`src/rtl/tnoc_flit_arbiter_pkg.sv`:
```
// tnoc_flit_arbiter_pkg: flit control-bit helpers and arbiter state encoding
package tnoc_flit_arbiter_pkg;
  localparam int HEAD_BIT = 0;
  localparam int TAIL_BIT = 1;
  typedef enum logic {IDLE, LOCKED} state_e;
  function automatic logic is_head(input logic [1:0] ctrl);
    return ctrl[HEAD_BIT];
  endfunction
  function automatic logic is_tail(input logic [1:0] ctrl);
    return ctrl[TAIL_BIT];
  endfunction
endpackage

```
`src/rtl/tnoc_round_robin_arbiter.sv`:
```
// tnoc_round_robin_arbiter: combinational one-hot pick of the first request at or after ptr
module tnoc_round_robin_arbiter #(
  parameter int REQUESTERS = 4,
  localparam int PW = $clog2(REQUESTERS)
) (
  input  logic [REQUESTERS-1:0] request,
  input  logic [PW-1:0]         ptr,
  input  logic                  enable,
  output logic [REQUESTERS-1:0] grant
);
  logic [REQUESTERS-1:0] hi, pick;
  // Requests at or above the pointer take priority; otherwise wrap to the lowest index
  assign hi    = request & ~((REQUESTERS'(1) << ptr) - REQUESTERS'(1));
  assign pick  = |hi ? hi : request;
  assign grant = enable ? pick & (~pick + REQUESTERS'(1)) : '0;
endmodule

```
`src/rtl/tnoc_flit_vc_arbiter.sv`:
```
// tnoc_flit_vc_arbiter: packet-granular round-robin sharing of one downstream flit channel
module tnoc_flit_vc_arbiter
  import tnoc_flit_arbiter_pkg::*;
#(
  parameter int REQUESTERS = 4,
  parameter int FLIT_WIDTH = 64,
  localparam int PW = $clog2(REQUESTERS)
) (
  input  logic                             clk,
  input  logic                             rst_n,
  input  logic [REQUESTERS-1:0]            i_valid,
  output logic [REQUESTERS-1:0]            o_ready,
  input  logic [REQUESTERS*FLIT_WIDTH-1:0] i_flit,
  output logic [REQUESTERS-1:0]            o_vc_available,
  output logic                             o_valid,
  input  logic                             i_ready,
  output logic [FLIT_WIDTH-1:0]            o_flit,
  input  logic                             i_vc_available,
  output logic [REQUESTERS-1:0]            o_grant,
  output logic                             o_busy
);
  state_e                state;
  logic [REQUESTERS-1:0] owner, head_req, rr_grant, grant_eff;
  logic [PW-1:0]         ptr, win_idx, ptr_nxt;
  logic [FLIT_WIDTH-1:0] sel_flit;
  logic                  stage_free, xfer;
  for (genvar k = 0; k < REQUESTERS; k++) begin : g_req
    assign head_req[k] = i_valid[k] && is_head(i_flit[k*FLIT_WIDTH +: 2]);
  end
  assign stage_free = !o_valid || i_ready;
  // rst_n gates the combinational grant so nothing is offered while reset is held
  tnoc_round_robin_arbiter #(.REQUESTERS(REQUESTERS)) u_rr (
    .request (head_req),
    .ptr     (ptr),
    .enable  (rst_n && state == IDLE && i_vc_available && stage_free),
    .grant   (rr_grant)
  );
  assign grant_eff      = state == LOCKED ? owner : rr_grant;
  assign o_grant        = grant_eff;
  assign o_ready        = grant_eff & i_valid & {REQUESTERS{stage_free}};
  assign xfer           = |o_ready;
  assign o_busy         = state == LOCKED;
  assign o_vc_available = {REQUESTERS{i_vc_available}};
  always_comb begin
    sel_flit = '0;
    win_idx  = '0;
    for (int k = 0; k < REQUESTERS; k++) begin
      sel_flit = sel_flit | (i_flit[k*FLIT_WIDTH +: FLIT_WIDTH] & {FLIT_WIDTH{grant_eff[k]}});
      win_idx  = grant_eff[k] ? PW'(k) : win_idx;
    end
  end
  assign ptr_nxt = win_idx == PW'(REQUESTERS-1) ? '0 : win_idx + PW'(1);
  always_ff @(posedge clk or negedge rst_n) begin
    if (!rst_n) begin
      state   <= IDLE;
      owner   <= '0;
      ptr     <= '0;
      o_valid <= 1'b0;
      o_flit  <= '0;
    end else begin
      if (xfer) begin
        o_flit  <= sel_flit;
        o_valid <= 1'b1;
      end else if (i_ready) begin
        o_valid <= 1'b0;
      end
      if (xfer && is_tail(sel_flit[1:0])) begin
        state <= IDLE;
        ptr   <= ptr_nxt;
      end else if (xfer && state == IDLE) begin
        state <= LOCKED;
        owner <= grant_eff;
      end
    end
  end
  a_grant_onehot: assert property (@(posedge clk) disable iff (!rst_n) $onehot0(o_grant));
  a_ready_subset: assert property (@(posedge clk) disable iff (!rst_n) (o_ready & ~o_grant) == '0);
  a_flit_stable:  assert property (@(posedge clk) disable iff (!rst_n) o_valid && !i_ready |=> $stable(o_flit));
endmodule

```
`config.mk`:
```
export PLATFORM = sky130hd
export DESIGN_NAME = tnoc_flit_vc_arbiter
export DESIGN_NICKNAME = d
export VERILOG_FILES = /design/src/rtl/tnoc_flit_arbiter_pkg.sv /design/src/rtl/tnoc_round_robin_arbiter.sv /design/src/rtl/tnoc_flit_vc_arbiter.sv
export SDC_FILE = /design/constraint.sdc
export NUM_CORES = 1
export LEC_CHECK = 0
export BUFFER_PORTS_ARGS = -buffer_cell sky130_fd_sc_hd__buf_2
export CAP_MARGIN = 40
export CORE_AREA = 4 4 130 132
export DETAILED_ROUTE_END_ITERATION = 8
export DIE_AREA = 0 0 134 136
export RECOVER_POWER = 25
export SYNTH_ARGS = -nofsm -noshare
export SYNTH_HDL_FRONTEND = slang
export SYNTH_SLANG_ARGS = --single-unit
```
`constraint.sdc`:
```
create_clock -name clk -period 3.5 [get_ports clk]
set_input_delay 0.35 -clock clk [delete_from_list [all_inputs] [get_ports clk]]
set_output_delay 0.35 -clock clk [all_outputs]
set_load 0.005 [all_outputs]
```
# == Yosys cells after proc, flatten, opt, wreduce, memory -nomap -nowiden ==
# Cells that the tools add are included.
# word_totals
regBits,72
latch_bits,0
ram_bits,0
rom_bits,0
in_bits,264
wordCells,52
mem_count,0
# op_classes
n_addsub,3
n_mul,0
div,0
magnitude_cmp,0
n_eq_ne,1
n_shift,1
n_mux,11
bitwise,15
n_reduce_logical,16
# ops
cell,count
$and A64 B64 Y64,4
$or A64 B64 Y64,3
$and A4 B4 Y4,4
$mux W4,3
$logic_and A1 B1 Y1,9
$not A4 Y4,2
$reduce_or A4 Y1,2
$mux W2,3
$mux W1,5
$add A4 B1 Y4 const B,1
$reduce_bool A2 Y1,2
$shl A1 B2 Y4 const A,1
$sub A4 B1 Y4 const B,1
$add A2 B1 Y2 const B,1
$eq A2 B2 Y1 const B,1
$not A1 Y1,2
$reduce_and A2 Y1,1
$logic_not A1 Y1,1
$logic_or A1 B1 Y1,1

# == Depth between registers and ports, before layout ==
# Gate-level depths: netlist of the first run.
# depth
ltp_word,18
ltp_mapped,9

# == Cells and area by module ==
# A second synthesis of the first run with hierarchy kept.
# hier_totals
cells_unflattened,429
area_unflattened_um2,4028.9
# by_module_without_submodules
mod,instances,cells_per_inst,area_each_um2
tnoc_flit_vc_arbiter,1,412,3923.8
tnoc_round_robin_arbiter,1,17,105.1

# == Least setup slack after synthesis of the first run ==
# OpenSTA, ideal clock, no wires.
# synth_timing
kind,register -> register
from,reg ptr[0]
to,reg owner[1]
setup_time_ns,0.128
arrival_time_ns,2.065
required_time_ns,3.372
setup_slack_ns,1.308
stages_incl_launch_ff,8
n_path_buf,0
synth_period_minus_slack_ns,2.192
path_cell_list,dfrtp_1 -> and2_4 -> o21a_2 -> o211ai_2 -> nand2_1 -> a221o_1 -> nor3_4 -> mux2_1
# synth_between
elab_chain_cells,18
# synth_rtl
element,line_no,source
"start, declared",tnoc_flit_vc_arbiter.sv:24,"logic [PW-1:0] ptr, win_idx, ptr_nxt;"
"start signal, assigned",tnoc_flit_vc_arbiter.sv:69,ptr <= ptr_nxt;
$shl A1 B2 Y4 (*),tnoc_round_robin_arbiter.sv:13,assign hi = request & ~((REQUESTERS'(1) << ptr) - REQUESTERS'(1));
$sub A4 B1 Y4 (*),tnoc_round_robin_arbiter.sv:13,
$not A4 Y4 (*),tnoc_round_robin_arbiter.sv:13,
$and A4 B4 Y4 (*),tnoc_round_robin_arbiter.sv:13,
$reduce_or A4 Y1,tnoc_round_robin_arbiter.sv:14,assign pick = |hi ? hi : request;
$mux W4 (*),tnoc_round_robin_arbiter.sv:14,
$not A4 Y4,tnoc_round_robin_arbiter.sv:15,assign grant = enable ? pick & (~pick + REQUESTERS'(1)) : '0;
$add A4 B1 Y4,tnoc_round_robin_arbiter.sv:15,
$and A4 B4 Y4 (*),tnoc_round_robin_arbiter.sv:15,
$mux W4 (*),tnoc_round_robin_arbiter.sv:15,
$mux W4 (*),tnoc_flit_vc_arbiter.sv:38,assign grant_eff = state == LOCKED ? owner : rr_grant;
$and A64 B64 Y64,tnoc_flit_vc_arbiter.sv:48,sel_flit = sel_flit | (i_flit[k*FLIT_WIDTH +: FLIT_WIDTH] & {FLIT_WIDTH{grant_eff[k]}});
$or A64 B64 Y64 (3 in series),tnoc_flit_vc_arbiter.sv:48,
$logic_and A1 B1 Y1,tnoc_flit_vc_arbiter.sv:67,if (xfer && is_tail(sel_flit[1:0])) begin
$not A1 Y1 (no line),--,
$reduce_and A2 Y1 (no line),--,
"end signal, assigned",tnoc_flit_vc_arbiter.sv:72,owner <= grant_eff;
"end, declared",tnoc_flit_vc_arbiter.sv:23,"logic [REQUESTERS-1:0] owner, head_req, rr_grant, grant_eff;"
# Every way passes the cells marked *; elsewhere a longest branch is shown, timed or not.
# A chain may end at the register's enable or synchronous reset.

# == Worst setup path in the final report of the first run ==
# layout_timing
from,"reg state, in the netlist o_busy"
to,out o_ready[1]
# layout_between
elab_chain_cells,8
# layout_rtl
element,line_no,source
"start, declared",tnoc_flit_vc_arbiter.sv:22,state_e state;
"start signal, assigned",tnoc_flit_vc_arbiter.sv:55,state <= IDLE;
"start signal, assigned",tnoc_flit_vc_arbiter.sv:68,state <= IDLE;
"start signal, assigned",tnoc_flit_vc_arbiter.sv:71,state <= LOCKED;
$not A1 Y1,tnoc_flit_vc_arbiter.sv:35,".enable (rst_n && state == IDLE && i_vc_available && stage_free),"
$logic_and A1 B1 Y1 (3 in series),tnoc_flit_vc_arbiter.sv:35,
$mux W4,tnoc_round_robin_arbiter.sv:15,
$mux W4 (*),tnoc_flit_vc_arbiter.sv:38,
$and A4 B4 Y4 (*) (2 in series),tnoc_flit_vc_arbiter.sv:40,assign o_ready = grant_eff & i_valid & {REQUESTERS{stage_free}};
"end, declared",tnoc_flit_vc_arbiter.sv:12,"output logic [REQUESTERS-1:0] o_ready,"
# Marks and branches as above.

==> metrics.md, run 1 <==
| Metric | Value |
|---|---|
| Die area | around 18,000 sq um |
| Status | complete, but fails checks |
| DIE HEIGHT | 136 microns |
| Clock transition at the registers of the reported paths | roughly 0.060 ns |
| Sink Count | 72 |
| Post-Synthesis Cell Area | just over 4000 sq um |
| Post-Syn Nets | 713 |
| Nets | ~1,000 |
| Number of port buffers | between 300 and 400 |
| First-pass iteration count of the detailed router | 9 |
| VDD IR max | between 200 and 250 uV |
| Cell Area, Placed | a little under 6000 sq um |
| Worst Max-Slew Pin Slew | 1.91 ns |
| Worst Path Required | ~3.2 ns |
| Pins Over Slew Limit | 36 |
| Post-route ant nets | 0 |
| Root Buffer | clkbuf_16 |
| CP max stage delay | 0.53 ns |
| DR iter-0 viols | approximately 600 |
| Site Rows | 46 |
| Routed vias/inst | between 5 and 6 |
| Drt total wl | 16.8 mm |
| Critical-path cell list | or3_1 -> a211oi_2 -> nand2b_2 -> nand2_1 -> nor2_1 -> buf_2 |
| Post-DP HPWL | around 13 mm |
| Cell count after synthesis | 449 |
| Worst r2r src | o_busy |
| Async SR Flop Fraction | between 90% and 100% |
| Post-CTS setup repair buffer count | 0 |
| CTS resizes | 0 |
| Core ar. | between 15,000 and 20,000 sq um |
| Crit path launch | o_busy |
| CTS H-Tree Depth | 3 |
| Worst skew pair latency | approximately 0.34 ns |
| Worst R2R Path Depth | 7 |
| Hold Violations, Final | 0 |
| CP delay by family, top | simple AND/OR/NAND/NOR gates |
| Hold_sp | i_flit[245] |
| P&R area growth vs syn | 53.2% |
| Setup TNS | 0 ns |
| Largest net degree at the start of global routing | 66 |
| Crit path DAT | around 2.5 ns |
| Final setup fails | 0 |
| Violated checks | design-rule violations, max-capacitance violations, max-slew violations |
| Vias in the first global route | 4,832 |
| WL/cell | 17.1 microns |
| Startpoint Class | flip-flop |
| Synthesis Warnings | 0 |
| CP Buf/Inv Count | 1 |
| Power Density | 719 nW/um^2 |
| Hold Path Depth | 3 |
| Distinct cell type count after synthesis | slightly above 40 |
| Total CTS buffers | 9 |
| Initial Util | about a quarter |
| Register area share after synthesis | between 40% and 50% |
| Gpl congestion | approximately 0.84 |
| Syn avg cell area | approximately 9 sq um |
| Setup crit end kind | primary output |
| Top_reg_cell synth | dfrtp_1 |
| PnR Total Power | roughly 4.5 mW |
| Total gr overflow | 0 |
| Tot GR Track Use | ~17% |
| Crit-path max FO | 18 |
| Slowest stage cell, crit path | dfrtp_1 |
| EDFF count, synth | 0 |
| Post-layout instance area | 6200 sq um |
| Slew HR | -27.1% |
| Setup CP Type | reg2out |
| Vias after detailed routing | about 5,000 |
| Flops & latches, synth | between 70 and 80 |
| Max clock buf depth | 2 |
| Static Leakage | between 2 and 3 nW |
| Max-cap viol count | 1 |
| Drt drc | 16 |
| HP Class | in2reg |
| RSZ-0062 raised after global routing | no |
| Max Fclk | 0.350 GHz |
| Post-route clock period utilization | 81.7% |
| Clock Skew | between 0.006 and 0.007 ns |
| First-pass GRT wire length | around 25 mm |
| CTS tree | done |
| Stages on worst setup path | 6 |
| Antenna violations before repair | 2 |
| Layout cells sized above 1 | 49.4% |
| Die Wd | ~130 microns |
| ANT cells | 0 |
| Period minus WS final | approximately 2.9 ns |
| IO Count | between 300 and 400 |
| Post-CTS Hold Buffers | 0 |
worst paths after layout:
kind,end,slack [ns]
max in group asynchronous,o_flit[31],1.00
min,o_flit[53],0.26
min reg2reg,o_flit[1],0.49
max reg2reg,ptr[0],0.89
min in group asynchronous,owner[3],0.67
max,o_ready[1],0.64
placed cells by master, fill, tap and decap left out, drive strengths merged, types with 3 or more instances in the layout:
master,count
a222oi,64
a31oi,64
and2,3
buf,349
clkbuf,15
clkinv,4
dfrtp,72
inv,4
nand2,82
nand3,3
nor2,70
nor2b,3
o21a,3
o21ai,5
final cells by class:
| cell class | instances | area [sq um] |
|---|---|---|
| Inverter | 4 | 15.0 |
| Clock inverter | 4 | 20.0 |
| Fill cell | 1629 | 9520 |
| Timing Repair Buffer | 352 | 1810 |
| Sequential cell | 72 | 1800 |
| Multi-Input combinational cell | 326 | 2030 |
| Clock buffer | 12 | 246 |
| Tap cell | 216 | 270 |
flip-flops by register name (all words and copies together) (netlist names):
name / count
owner: 4
o_busy: 1
o_valid: 1
ptr: 2
o_flit: 64
worst reg2reg max path, stage by stage, from the launching register on:
cell	delay, ns
dfrtp_1	0.53
nor3_1	0.50
o211ai_2	0.22
nand2_2	0.12
buf_4	0.56
a221oi_1	0.25
o21ai_0	0.21
o31ai_1	0.09
layer usage:
layer | vias to the layer above | wire (microns) | GRT usage, %
met1 | 2305 | 6440 | 20.6
met2 | 279 | 8460 | 30.0
met3 | 37 | 1440 | 3.89
met5 | - | 22 | 0
li1 | 2384 | - | -
met4 | 4 | 458 | 7.89
metrics by stage:
step | setup WS (ns) | hold WS, ns | util (%) | cells
after floorplan | 1.31 | 0.0544 | - | 449
after global placement | 0.939 | 0.471 | 37.7 | 969
after CTS | 0.638 | 0.0677 | 39.6 | 986
final | 0.640 | 0.261 | 39.4 | 986
after detailed placement | 0.921 | 0.437 | 37.9 | 970
after global routing | 0.414 | 0.260 | 39.4 | 986
logic make-up (layout without fill, tap and decap cells):
kind of cell           count (synthesis)  count (layout)  synth area share [%]
DFF                                   72              72                  44.5
AOI/OAI and AO/OA                    154             154                  31.9
buffers and inverters                 51             372                  5.69
muxes                                  4               4                  1.05
and+or+nand+nor                      168             168                  16.8
cell usage after synthesis (all sizes together) (3+ instances only):
cell,n,area share (%)
inv,4,0.37
nand2,82,7.6
o21ai,5,0.80
and2,3,0.53
a222oi,64,16
dfrtp,72,45
o21a,3,0.59
buf,22,3.0
a31oi,64,9.9
clkbuf,25,2.3
nor2,70,6.5
nor2b,3,0.46
nand3,3,0.37
report_power, final:
part           internal [mW]  leakage, nW  switching, mW
combinational          0.948         1.94           1.14
sequential              1.27        0.851          0.253
clock                  0.495        0.136          0.349
total                   2.71         2.93           1.74
Power figures use the tool's default switching activity.
==> inputs of run 2 (changes only) <==
==> constraint.sdc (replaced) <==
create_clock -name clk -period 2.7 [get_ports clk]
set_input_delay 0.27 -clock clk [delete_from_list [all_inputs] [get_ports clk]]
set_output_delay 0.27 -clock clk [all_outputs]
set_load 0.005 [all_outputs]
==> run 2 against run 1 <==
The flow finishes with violations (design-rule violations). Utilization increased by 1.1 points. Count of clock-buffer cells in the layout decreased by 1. Combinational power increased by 33%. Hold slack got worse by 0.087 ns. Non-clock buffer count increased by 2. Clock skew about the same. First-iteration DRC count decreased by 8.0%. Setup slack got worse by 0.52 ns. Critical path depth increased by 3. Critical path type is now in2out.
==> metrics.md, run 2 (synthesis results as in run 1) <==
| Metric | Value |
|---|---|
| Die area | 18,200 sq um (unchanged) |
| Layout cells sized above 1 | 48.3% (-1.0 points) |
| Total CTS buffers | 9 (unchanged) |
| Period minus WS final | around 2.6 ns |
| Vias in the first global route | 4,773 (-1.2%) |
| DIE HEIGHT | 136 microns (unchanged) |
| Status | complete, but fails checks |
| Site Rows | 46 (unchanged) |
| Reg-to-reg slack, setup | 0.32 ns (-0.57 ns) |
| Core ar. | 15,700 sq um (unchanged) |
| Post-layout instance area | 6360 sq um (+2.7%) |
| Setup crit end kind | primary output |
| Crit path launch | rst_n |
| DR iter-0 viols | 564 (-8.0%) |
| Setup crit end | o_ready[1] |
| Worst R2R Path Depth | 7 (unchanged) |
| Die Wd | 134 microns (unchanged) |
| Sink Count | 72 (unchanged) |
| IO Count | 342 (unchanged) |
| Vias after detailed routing | 4,990 (-0.38%) |
| PnR Total Power | 6.14 mW (+38%) |
| Most common cell after layout, fill and taps aside | buf_2 |
| Max clock buf depth | 2 (unchanged) |
| Root Buffer | clkbuf_16 |
| VDD IR max | 354 uV (+46%) |
| Cell Area, Placed | 5990 sq um (+0.76%) |
| Max reg flops | 64 (unchanged) |
| Biggest register | o_flit |
| Worst Path Required | 2.43 ns (-0.72 ns) |
| WL/cell | 17.2 microns (+0.59%) |
| HP Class | in2reg |
| Antenna violations before repair | 1 (-1) |
| Post-route clock period utilization | between 90% and 100% |
| Largest net degree at the start of global routing | 68 (+3.0%) |
| Clock transition at the registers of the reported paths | 0.06 ns (about the same) |
| Drt total wl | 17.0 mm (+0.89%) |
| First-pass GRT wire length | 25.0 mm (-0.41%) |
| Gpl congestion | 0.823 (-1.7%) |
| Total gr overflow | 0 (unchanged) |
| Final setup fails | 0 (unchanged) |
| Nets | 1,031 (+0.19%) |
| Crit path DAT | 2.31 ns (-0.20 ns) |
| Worst Max-Slew Pin Slew | 0.464 ns (-1.44 ns) |
| Worst skew pair latency | 0.34 ns (about the same) |
| Number of port buffers | 341 (unchanged) |
| P&R area growth vs syn | 57.3% |
| Startpoint Class | primary input |
| Setup CP Type | in2out |
| Max Fclk | 0.388 GHz |
| Slew HR | 69.0% (+96 points) |
| FF-to-FF End | owner[2] |
| RSZ-0062 raised after global routing | yes |
| Drt drc | 13 (-3) |
| CTS tree | done |
| Routed vias/inst | 5.05 (-0.68%) |
| Tot GR Track Use | 17.4% (about the same) |
| Crit-path max FO | 5 (-13) |
| Static Leakage | 2.96 nW (+1.1%) |
| Clock Skew | 0.00626 ns (+0.0000929 ns) |
| First-pass iteration count of the detailed router | 9 (unchanged) |
| Hold Violations, Final | 0 (unchanged) |
| CTS H-Tree Depth | 3 (unchanged) |
| Post-DP HPWL | 13.3 mm (+0.54%) |
| Initial Util | 25.7% (unchanged) |
| Commonest cells after routing, fill and taps aside | 328 x buf_2, 81 x nand2_1, 72 x dfrtp_1 |
| Violated checks | design-rule violations |
| Worst r2r src | ptr[0] |
| Max-cap viol count | 0 (-1) |
| Top Registers | o_flit: 64 flops, owner: 4 flops, ptr: 2 flops |
| Power Density | 965 nW/um^2 (+34%) |
| Post-route ant nets | 0 (unchanged) |
| Pins Over Slew Limit | 0 (-100%) |
| Post-CTS setup repair buffer count | 0 (unchanged) |
[run 2: cell count changes in the layout (fill, tap and decap cells not counted), moves of 3 or more]
cell,previous run,this run
buf_2,340,328
clkbuf_1,3,12
buf_12,2,6
bufinv_16,0,3
clkinv_2,4,1
[run 2: timing repair]
action,4_1_cts,5_1_grt
hold buffers,1,0
endpoints found under the hold margin,34,0
setup endpoints to repair,1,2
resized for setup,1,3
[run 2: layout make-up]
type	count	area, sq um
fillers	1618	9350
multi-input cells	326	2040
repair buffers	354	1880
flip-flops and latches	72	1800
well taps	216	270
clock buffers	11	253
clock inverters	5	103
inverters	4	15.0
diodes	1	2.50
[run 2: worst max-delay path, stage by stage]
cell and delay (ns):
dlygate4sd3_1 0.53, buf_4 0.11, nand2_1 0.06, or3_1 0.38
a211oi_2 0.30, nand2b_2 0.31, nand2_1 0.12, nor2_1 0.10
buf_2 0.12
[run 2: where the power goes]
| part | switching [mW] | total (mW) | internal, mW | leakage (nW) |
|---|---|---|---|---|
| Combinational | 1.51 | 2.77 | 1.25 | 1.94 |
| Sequential | 0.305 | 1.95 | 1.65 | 0.851 |
| Clock | 0.470 | 1.42 | 0.951 | 0.172 |
[run 2: worst min-delay path by stage]
stage,end,cells after the start,startpoint
5_1_grt,o_flit[41],3,i_flit[233]
4_1_cts,o_flit[28],3,i_flit[220]
3_5_place_dp,owner[0],2,rst_n
6_report,o_flit[28],3,i_flit[220]
2_1_floorplan,o_busy,0,rst_n
3_3_place_gp,o_flit[1],1,o_flit[1]
[run 2: metrics by stage]
stage                     cells  setup WS (ns)  hold WS (ns)  setup TNS [ns]  utilization (%)
after detailed placement    971          0.209         0.355               0             38.1
after global routing        988       -0.00365         0.170        -0.00365             40.5
after CTS                   988         0.0522         0.157               0             40.5
final                       989          0.122         0.174               0             40.5
after global placement      970          0.247         0.473               0             38.0
after floorplan             449          0.508       -0.0256               0                -
[run 2: layer usage]
metal / routed length (microns) / global-route usage, % / vias to the layer above / share of wire (%)
li1: - / - / 2393 / -
met1: 6810 / 21.0 / 2312 / 40
met2: 8520 / 30.6 / 264 / 50
met3: 1410 / 4.55 / 19 / 8.3
met4: 226 / 4.74 / 2 / 1.3
met5: 7 / 0 / - / 0.041
==> inputs of run 3 (changes only) <==
--- a/config.mk
+++ b/config.mk
@@ -5,11 +5,12 @@
 export SDC_FILE = /design/constraint.sdc
 export NUM_CORES = 1
 export LEC_CHECK = 0
+export ABC_AREA = 1
 export BUFFER_PORTS_ARGS = -buffer_cell sky130_fd_sc_hd__buf_2
 export CAP_MARGIN = 40
-export CORE_AREA = 4 4 130 132
+export CORE_AREA = 4 4 132 134
 export DETAILED_ROUTE_END_ITERATION = 8
-export DIE_AREA = 0 0 134 136
+export DIE_AREA = 0 0 136 138
 export RECOVER_POWER = 25
 export SYNTH_ARGS = -nofsm -noshare
 export SYNTH_HDL_FRONTEND = slang
==> run 3 against run 2 <==
The run ends with max-capacitance violations, max-slew violations left. First-iteration DRC count is 47% lower. Via count is 7.9% higher. Sequential power is 26% lower. Design area is 3.6% higher. Synthesized cell count is 49% higher. Sequential share of layout area is 0.98 points lower. Count of clock-buffer cells in the layout is 1 lower. Critical path depth is 1 lower. Routed wire length is 0.65% higher. Die area is 3.0% higher. Global-route usage hardly changed. Setup slack better by 0.18 ns.
==> metrics.md, run 3 <==
| Metric | Value |
|---|---|
| Hold Violations, Final | 0 (unchanged) |
| Fraction of power spent switching nets | 34.8% (-2.4 points) |
| Final setup fails | 0 (unchanged) |
| Synthesis Warnings | 0 (unchanged) |
| CP delay by family, top | buffers and inverters |
| Area of the multi-input gates | 2300 sq um (+13%) |
| Worst r2r src | ptr[1] |
| Number of port buffers | 341 (unchanged) |
| Vias after detailed routing | 5,384 (+7.9%) |
| Post-CTS setup repair buffer count | 0 (unchanged) |
| # fillers | 1,797 (+11%) |
| Clock transition at the registers of the reported paths | 0.06 ns (about the same) |
| Routed vias/inst | 4.45 (-12%) |
| Commonest cells after routing, fill and taps aside | 320 x buf_2, 301 x nand2_1, 72 x dfrtp_1 |
| WL/cell | 14.1 microns (-18%) |
| Combinational share of power | 35.8% (-9.2 points) |
| CTS H-Tree Depth | 3 (unchanged) |
| Static Leakage | 3.60 nW (+21%) |
| CP Buf/Inv Count | 4 (+1) |
| Startpoint Class | primary input |
| Slew HR | -28.3% (-97 points) |
| Setup CP Type | in2out |
| HP Class | in2reg |
| DIE HEIGHT | 138 microns (+1.5%) |
| Post-Syn Nets | 931 (+31%) |
| P&R area growth vs syn | 49.2% |
| Distinct cell type count after synthesis | 25 (-39%) |
| Worst Max-Slew Pin Slew | 1.92 ns (+1.46 ns) |
| Top Registers | o_flit: 64 flops, owner: 4 flops, ptr: 2 flops |
| Largest net degree at the start of global routing | 85 (+25%) |
| Async SR Flop Fraction | 100% (unchanged) |
| Nets | 1,250 (+21%) |
| First-pass GRT wire length | 25.8 mm (+3.4%) |
| Power Density | 644 nW/um^2 (-33%) |
| Finished Layout Cells | 1,211 (+22%) |
| Syn avg cell area | 6.62 sq um (-26%) |
| Vias in the first global route | 5,029 (+5.4%) |
| Die area | 18,800 sq um (+3.0%) |
| Cell Area, Placed | 6280 sq um (+4.8%) |
| Placed cell count | 1,194 (+23%) |
| First-pass iteration count of the detailed router | 4 (-5) |
| Max-cap viol count | 1 (+1) |
| Post-Synthesis Cell Area | 4420 sq um (+9.2%) |
| GRT Max-Usage Layer | met2 |
| Top_reg_cell synth | dfrtp_1 |
| Setup crit end kind | primary output |
| Sequential power share | 34.0% (+2.2 points) |
| Clock Skew | 0.00577 ns (-0.000490 ns) |
| Count leader, synth | nand2_1 |
| Post-route ant nets | 0 (unchanged) |
| Crit path DAT | 2.12 ns (-0.19 ns) |
| Top-area cell type share of the netlist area | 40.8% (-3.7 points) |
| Tot GR Track Use | 17.4% (about the same) |
| Hold_sp | i_flit[232] |
| Slowest stage cell, crit path | dlygate4sd3_1 |
| Max reg flops | 64 (unchanged) |
| DR iter-0 viols | 299 (-47%) |
| Worst R2R Path Depth | 14 (+7) |
| Layout cells sized above 1 | 36.7% (-12 points) |
| Power share of the clock group | 30.3% (+7.2 points) |
| CTS tree | done |
| FF-to-FF End | o_flit[5] |
| Post-DP HPWL | 13.8 mm (+4.2%) |
| Flops & latches, synth | 72 (unchanged) |
| Synth top area cells | dfrtp_1 41%, nand2_1 26%, nand3_1 7.9%, a21oi_1 7.3%, o21ai_0 4.4% |
| Final hold slack | 0.191 ns (+0.0166 ns) |
| Place WS | 0.498 ns (+0.290 ns) |
| Crit-path max FO | 36 (+31) |
| Max clock buf depth | 2 (unchanged) |
| IO Count | 342 (unchanged) |
| Sink Count | 72 (unchanged) |
| Met1 usage in global routing | 19.7% (-1.3 points) |
| Max Fclk | 0.418 GHz (+7.7%) |
| PnR Total Power | 4.25 mW (-31%) |
| Root Buffer | clkbuf_16 |
| Hold Path Depth | 3 (unchanged) |
| ANT cells | 0 (-1) |
| Commonest cells post-synth | 302 x nand2_1, 72 x dfrtp_1, 70 x nand3_1 |
| GRT met2 Usage | 31.4% (+0.79 points) |
| Gpl congestion | 0.893 (+8.5%) |
| Period minus WS final | 2.39 ns (-0.183 ns) |
| Initial Util | 27.1% (+1.4 points) |
| Worst skew pair latency | 0.34 ns (about the same) |
| VDD IR max | 274 uV (-23%) |
| Drt total wl | 17.1 mm (+0.65%) |
| EDFF count, synth | 0 (unchanged) |
| Antenna violations before repair | 0 (-1) |
| Die Wd | 136 microns (+1.5%) |
| Post-route clock period utilization | 88.7% (-6.8 points) |
| Total gr overflow | 0 (unchanged) |
| Switch Pwr | 1.48 mW (-35%) |
| Violated checks | max-capacitance violations, max-slew violations |
| Cell count after synthesis | 667 (+49%) |
| Setup TNS | 0 ns (unchanged) |
| CP max stage delay | 0.53 ns (about the same) |
| Reg-to-reg slack, setup | 0.49 ns (+0.17 ns) |
| Biggest register | o_flit |
| Post-layout instance area | 6590 sq um (+3.6%) |
| Register Area | 1800 sq um (unchanged) |
| Total CTS buffers | 9 (unchanged) |
| Core ar. | 16,300 sq um (+3.7%) |
| Worst Hold Path EP | o_flit[40] |
| Most common cell after layout, fill and taps aside | buf_2 |
| Final Util | 40.4% (about the same) |
| Status | complete, but fails checks |
| RSZ-0062 raised after global routing | no |
| Worst Path Required | 2.43 ns (about the same) |
| M3 GR Usage | 4.54% (-0.010 points) |
| Internal | 2.77 mW (-28%) |
| Critical-path cell list | dlygate4sd3_1 -> clkbuf_1 -> nand4_1 -> nor2_1 -> nand3_1 -> o21ai_4 -> buf_4 -> buf_2 |
| Pins Over Slew Limit | 33 (+33) |
| Drt drc | 0 (-13) |
| Final Worst Setup Slack | 0.306 ns (+0.183 ns) |
| Register area share after synthesis | 40.8% (-3.7 points) |
| Post-synth top area cell | dfrtp_1 |
| Site Rows | 47 (+2.2%) |
run 3: tightest hold or removal path, cell delays in order:
cell and delay, ns:
buf_2 0.07, a21oi_1 0.05, o21ai_1 0.10
run 3: cell type report:
| type | instances | share of cell area (%) |
|---|---|---|
| well taps | 220 | 4.18 |
| flip-flops and latches | 72 | 27.3 |
| inverters | 20 | 1.16 |
| multi-input cells | 529 | 35.0 |
| clock inverters | 6 | 1.25 |
| clock buffers | 10 | 3.63 |
| repair buffers | 354 | 27.5 |
run 3: worst max-delay path by stage:
stage	start	to	cells past startpoint	slack (ns)
global route	ptr[1]	o_ready[2]	12	0.02
global placement	i_flit[192]	o_flit[2]	14	0.55
detailed placement	i_flit[192]	o_flit[0]	14	0.50
CTS	ptr[1]	o_ready[2]	13	0.22
floorplan	o_busy	o_flit[45]	15	0.73
finish	rst_n	o_grant[3]	8	0.31
run 3: per-layer routing:
| layer | routed length (microns) | vias up |
|---|---|---|
| li1 | - | 2804 |
| met1 | 6850 | 2348 |
| met2 | 8570 | 213 |
| met3 | 1400 | 19 |
| met4 | 255 | 0 |
| met5 | 0 | - |
run 3: power groups by stage:
stage          sequential [mW]  clock (mW)  combinational, mW
2_1_floorplan             1.48           0              0.843
3_3_place_gp              1.45           0               1.54
3_5_place_dp              1.46           0               1.56
4_1_cts                   1.44        1.32               1.56
5_1_grt                   1.48        1.37               1.73
6_report                  1.44        1.28               1.52
run 3: cells by family after synthesis:
group | Yosys count | share of synthesized area [%]
AOI/OAI and AO/OA | 134 | 15.6
DFF | 72 | 40.8
buffers and inverters | 66 | 7.25
and+or+nand+nor | 395 | 36.4
run 3: repair_timing:
item,4_1_cts,5_1_grt
gates resized for setup,0,1
endpoints found under the setup margin,0,1
hold buffers,1,0
hold endpoints to repair,24,0
